File: src/rtl/mmm_final_reducer_if.sv
// mmm_final_reducer_if: operand/result handshake bundle for the final reducer.
interface mmm_final_reducer_if #(parameter int WIDTH = 8);
    logic             in_valid;
    logic             in_ready;
    logic [WIDTH:0]   t_in;
    logic [WIDTH-1:0] m_in;
    logic             out_valid;
    logic             out_ready;
    logic [WIDTH-1:0] r_out;
    logic             subtracted;
    logic             busy;
    modport master (
        output in_valid, t_in, m_in, out_ready,
        input  in_ready, out_valid, r_out, subtracted, busy
    );
    modport slave (
        input  in_valid, t_in, m_in, out_ready,
        output in_ready, out_valid, r_out, subtracted, busy
    );
endinterface

File: src/rtl/mmm_final_reducer.sv
// mmm_final_reducer: bit-serial conditional final subtraction R = T mod M for T < 2M.
module mmm_final_reducer #(parameter int WIDTH = 8) (
    input logic                clk,
    input logic                rst_n,
    mmm_final_reducer_if.slave bus
);
    localparam int CW = $clog2(WIDTH + 1);
    typedef enum logic [1:0] {IDLE, SUB, DONE} state_t;
    state_t           state_q, state_d;
    logic [WIDTH:0]   t_sh_q, t_sh_d, m_sh_q, m_sh_d;
    logic [WIDTH-1:0] t_keep_q, t_keep_d, diff_q, diff_d, r_q, r_d;
    logic [CW-1:0]    cnt_q, cnt_d;
    logic             borrow_q, borrow_d, sub_q, sub_d, rdy_q, d_bit, b_nxt;
    always_ff @(posedge clk or negedge rst_n) begin
        if (!rst_n) begin
            state_q  <= IDLE;
            t_sh_q   <= '0;
            m_sh_q   <= '0;
            t_keep_q <= '0;
            diff_q   <= '0;
            r_q      <= '0;
            cnt_q    <= '0;
            borrow_q <= 1'b0;
            sub_q    <= 1'b0;
            rdy_q    <= 1'b0;
        end else begin
            state_q  <= state_d;
            t_sh_q   <= t_sh_d;
            m_sh_q   <= m_sh_d;
            t_keep_q <= t_keep_d;
            diff_q   <= diff_d;
            r_q      <= r_d;
            cnt_q    <= cnt_d;
            borrow_q <= borrow_d;
            sub_q    <= sub_d;
            rdy_q    <= 1'b1;
        end
    end
    assign d_bit = t_sh_q[0] ^ m_sh_q[0] ^ borrow_q;
    assign b_nxt = (~t_sh_q[0] & m_sh_q[0]) | (~(t_sh_q[0] ^ m_sh_q[0]) & borrow_q);
    // diff holds the low WIDTH difference bits once WIDTH bits are shifted in;
    // the final (WIDTH-th) bit only feeds the borrow that picks the result.
    always_comb begin
        state_d  = state_q;
        t_sh_d   = t_sh_q;
        m_sh_d   = m_sh_q;
        t_keep_d = t_keep_q;
        diff_d   = diff_q;
        r_d      = r_q;
        cnt_d    = cnt_q;
        borrow_d = borrow_q;
        sub_d    = sub_q;
        case (state_q)
            IDLE: if (bus.in_valid && rdy_q) begin
                t_sh_d   = bus.t_in;
                t_keep_d = bus.t_in[WIDTH-1:0];
                m_sh_d   = {1'b0, bus.m_in};
                diff_d   = '0;
                borrow_d = 1'b0;
                cnt_d    = '0;
                state_d  = SUB;
            end
            SUB: begin
                t_sh_d   = {1'b0, t_sh_q[WIDTH:1]};
                m_sh_d   = {1'b0, m_sh_q[WIDTH:1]};
                diff_d   = {d_bit, diff_q[WIDTH-1:1]};
                borrow_d = b_nxt;
                cnt_d    = cnt_q + CW'(1);
                if (cnt_q == CW'(WIDTH)) begin
                    state_d = DONE;
                    r_d     = b_nxt ? t_keep_q : diff_q;
                    sub_d   = ~b_nxt;
                end
            end
            DONE: state_d = bus.out_ready ? IDLE : DONE;
            default: state_d = IDLE;
        endcase
    end
    assign bus.in_ready   = rdy_q && state_q == IDLE;
    assign bus.out_valid  = state_q == DONE;
    assign bus.busy       = state_q == SUB || state_q == DONE;
    assign bus.r_out      = r_q;
    assign bus.subtracted = sub_q;
endmodule

File: src/flat_wrapper.sv
// flat-port wrapper written by rule: the top's interface ports become plain ports
module mmm_final_reducer_flat 
#(parameter int WIDTH = 8)
  (clk, rst_n, bus_in_valid, bus_t_in, bus_m_in, bus_out_ready, bus_in_ready, bus_out_valid, bus_r_out, bus_subtracted, bus_busy);
  mmm_final_reducer_if #(.WIDTH(WIDTH)) bus_i ();
  input logic clk;
  input logic rst_n;
  input wire logic [$bits(bus_i.in_valid)-1:0] bus_in_valid;
  input wire logic [$bits(bus_i.t_in)-1:0] bus_t_in;
  input wire logic [$bits(bus_i.m_in)-1:0] bus_m_in;
  input wire logic [$bits(bus_i.out_ready)-1:0] bus_out_ready;
  output wire logic [$bits(bus_i.in_ready)-1:0] bus_in_ready;
  output wire logic [$bits(bus_i.out_valid)-1:0] bus_out_valid;
  output wire logic [$bits(bus_i.r_out)-1:0] bus_r_out;
  output wire logic [$bits(bus_i.subtracted)-1:0] bus_subtracted;
  output wire logic [$bits(bus_i.busy)-1:0] bus_busy;
  assign bus_i.in_valid = bus_in_valid;
  assign bus_i.t_in = bus_t_in;
  assign bus_i.m_in = bus_m_in;
  assign bus_i.out_ready = bus_out_ready;
  assign bus_in_ready = bus_i.in_ready;
  assign bus_out_valid = bus_i.out_valid;
  assign bus_r_out = bus_i.r_out;
  assign bus_subtracted = bus_i.subtracted;
  assign bus_busy = bus_i.busy;
  mmm_final_reducer #(.WIDTH(WIDTH)) u_core (.clk(clk), .rst_n(rst_n), .bus(bus_i));
endmodule
File: config.mk
export PLATFORM = sky130hd
export DESIGN_NAME = mmm_final_reducer_flat
export DESIGN_NICKNAME = d
export VERILOG_FILES = /design/src/rtl/mmm_final_reducer_if.sv /design/src/rtl/mmm_final_reducer.sv /design/src/flat_wrapper.sv
export SDC_FILE = /design/constraint.sdc
export NUM_CORES = 1
export LEC_CHECK = 0
export ABC_AREA = 1
export BUFFER_PORTS_ARGS = -buffer_cell sky130_fd_sc_hd__buf_2
export CAP_MARGIN = 20
export CORE_ASPECT_RATIO = 0.75
export CORE_MARGIN = 3
export CORE_UTILIZATION = 61
export CTS_CLUSTER_SIZE = 20
export DETAILED_ROUTE_END_ITERATION = 8
export PLACE_DENSITY_LB_ADDON = 0.05
export SLEW_MARGIN = 10
export SYNTH_ARGS = -nofsm -noshare
export SYNTH_HDL_FRONTEND = slang
export SYNTH_SLANG_ARGS = --single-unit
File: constraint.sdc
create_clock -name clk -period 3.8 [get_ports clk]
set_input_delay 0.38 -clock clk [delete_from_list [all_inputs] [get_ports clk]]
set_output_delay 0.38 -clock clk [all_outputs]
set_load 0.1 [all_outputs]
==> run metrics <==
Highest Clock Rate=0.4529 GHz; Clock Pin Slew Worst Setup and Hold Paths=approximately 0.080 ns; DR vias=1811; post-DR vias/cell=5.234; worst hold stages=3; CP top delay family=simple AND/OR/NAND/NOR gates; starting density of the core=between 60% and 70%; Storage cell area=0.001251 mm2; vias in the first global route=approximately 1600; Leak=1.352 nW; drc violations=0; Port-buffer cells=32; Area Overhead vs Synth=10.22%; Finish-stage setup viols=0; die height=59.91 um; Max IR drop VDD=about 0.51 mV; die width=77.88 um; DRT Pass-1 Iters=4; crit-path max FO=37; Synth Warn #=0; most frequent cells in the layout=nand2_1 (78), dfrtp_1 (50), o21ai_0 (33); # clock sinks=50; Final HPWL DP=slightly above 3000 um; worst path bufs/invs=2; Filler cells=262; worst min path class=in2reg; Sum Neg Setup Slack=0 ns; Slew headroom=55.95%; Final #Nets=324; H-tree levels=2; Iteration-0 DRC Markers=between 100 and 150; Worst Max-Slew Pin Slew=0.6608 ns; Post-Synthesis Cells=between 200 and 300; TritonCTS clock tree=done; register bit count reported by yosys=50; post-synthesis cell type count=27; Total Die Area=0.004665 mm2; I/O pins=33; Setup crit end kind=flip-flop; clk_lat worst skew=0.29 ns; drt total wl=4637 um; Worst path slowest cell=ha_1; row count=18; final hold viol count=0; cell breakdown of the critical path=inv_1, ha_1, nand2_1, nand2_4, inv_2, nand2_1, o21ai_0; first-pass GRT wire length=7700 um; post-synthesis sequential area ratio=52.94%; Critical Path AT=~2.4 ns; outcome=finished, final reports clean; CTS Root Cell=clkbuf_8; Antenna Nets Post-Route=0; commonest non-fill, non-tap cell in the layout=nand2_1; Worst Reg2Reg Path Length in Cells=7; CP Launch Type=flip-flop; # diodes=0; GRT Total Usage=a little over a fifth; Cell Pwr Density=908.6 mW/mm2; fin crit period=2.208 ns; Inserted Clock Buffers=5; multi-input logic area=917.1 um2; Slew Limit Fails=0; Final period util=between 50 and 60%; Max-cap violations=0; pin count of the biggest net entering global routing=51; instance count on the critical path=7; Clock Tree Buf Depth=2; grt ovf=0; initial antenna violation count=0; unrepaired setup endpoints after global routing=no; most frequent CP cell=nand2_1; routed length per instance=13.40 um; syn_nets=a little under 300; Overall Power=2.367 mW; CP peak stage delay=0.59 ns; Worst Path Required=3.97 ns; Setup Crit Path Kind=reg2reg; final clock skew=roughly 0.0028 ns; gp weighted congestion=0.7746; Cell Area, Synth=0.002364 mm2; average cell area after synthesis=8.852 um2; share of cells above drive strength 1=approximately 16%; core area=0.003491 mm2
## cell usage after synthesis
master / count / area share [%]
or2_2: 1 / 0.26
nand3_2: 1 / 0.42
a21oi_2: 1 / 0.37
nor2_4: 1 / 0.48
inv_4: 1 / 0.26
o211ai_1: 8 / 2.5
inv_2: 1 / 0.16
o21ai_2: 1 / 0.37
fa_1: 1 / 0.85
dfrtp_1: 50 / 53
o22ai_1: 8 / 2.1
clkbuf_1: 2 / 0.32
buf_2: 4 / 0.85
nand3_1: 10 / 2.1
nand3_4: 1 / 0.74
nor2_1: 14 / 2.2
inv_1: 26 / 4.1
nand2_4: 1 / 0.48
o21a_1: 7 / 2.2
ha_1: 6 / 3.2
nand2_2: 1 / 0.26
o21ai_1: 3 / 0.64
buf_4: 2 / 0.64
buf_6: 4 / 1.9
nand2_1: 78 / 12
o21ai_0: 33 / 7.0
conb_1: 1 / 0.16
## per-stage QoR
stage	setup slack (ns)	std cells	cell area, um2	util, %	hold slack [ns]
global route	1.406	346	2605	74.62	0.3095
finish	1.592	346	2605	74.62	0.3116
floorplan	2.002	267	2364	-	0.08441
CTS	1.578	344	2575	73.76	0.3076
detailed placement	1.614	337	2499	71.58	0.4673
global placement	1.743	337	2499	71.58	0.4663
## timing repair
| action | CTS | global route |
|---|---|---|
| buffers inserted | 0 | 0 |
| resized for setup | 0 | 0 |
| endpoints found under the hold margin | 0 | 10 |
| hold buffers | 0 | 1 |
## logic make-up (layout without fill, tap and decap cells)
| kind of cell | count (synthesis) | count (layout) | synth area share (%) |
|---|---|---|---|
| DFF | 50 | 50 | 52.94 |
| buffers and inverters | 40 | 69 | 8.258 |
| and+or+nand+nor | 108 | 108 | 19.38 |
| other | 1 | 1 | 0.1587 |
| AOI/OAI and AO/OA | 61 | 61 | 15.25 |
| adders and majority gates | 7 | 7 | 4.023 |
## final cells by class
type | count | share of cell area (%)
Sequential cell | 50 | 48.03
Multi-Input combinational cell | 177 | 35.21
Inverter | 28 | 4.131
Clock buffer | 7 | 2.930
Tap cell | 50 | 2.402
Timing Repair Buffer | 34 | 7.301
## state kept, by name, summed over array words and instances, names as in the netlist
register and cells:
u_core.diff_q 8, u_core.t_keep_q 8, u_core.m_sh_q 8, u_core.cnt_q 4, u_core.bus.r_out 8, u_core.rdy_q 1
u_core.state_q 2, u_core.t_sh_q 9, u_core.bus.subtracted 1, u_core.borrow_q 1
## per-layer routing
metal | wire, um | global-route usage [%] | part of all wire (%)
met2 | 2072 | 32.93 | 45
met3 | 265 | 4.669 | 5.7
met1 | 2243 | 30.71 | 48
met5 | 0 | 0 | 0
met4 | 56 | 7.868 | 1.2
## worst min-delay path: cells and delay by family
kind                   cells  cell delay (ns)
and+or+nand+nor            2             0.12
buffers and inverters      1             0.08
## worst paths after layout
kind / startpoint / end / slack, ns
max reg2reg: u_core.state_q[1]$_DFFE_PN0P_ / u_core.cnt_q[2]$_DFFE_PN0P_ / 1.59
max in group asynchronous: rst_n / u_core.t_sh_q[2]$_DFFE_PN0P_ / 2.83
min: bus_t_in[8] / u_core.t_sh_q[8]$_DFFE_PN0P_ / 0.31
min in group asynchronous: rst_n / u_core.state_q[0]$_DFFE_PN0P_ / 0.49
max: u_core.state_q[1]$_DFFE_PN0P_ / u_core.cnt_q[2]$_DFFE_PN0P_ / 1.59
min reg2reg: u_core.t_sh_q[2]$_DFFE_PN0P_ / u_core.t_sh_q[2]$_DFFE_PN0P_ / 0.49
## power by group
part	internal (mW)	leakage (nW)	switching, mW
clock network	0.127	0.0383	0.161
logic	0.304	0.677	0.889
registers	0.759	0.636	0.127
No activity file was read; power rests on OpenSTA's default activity.
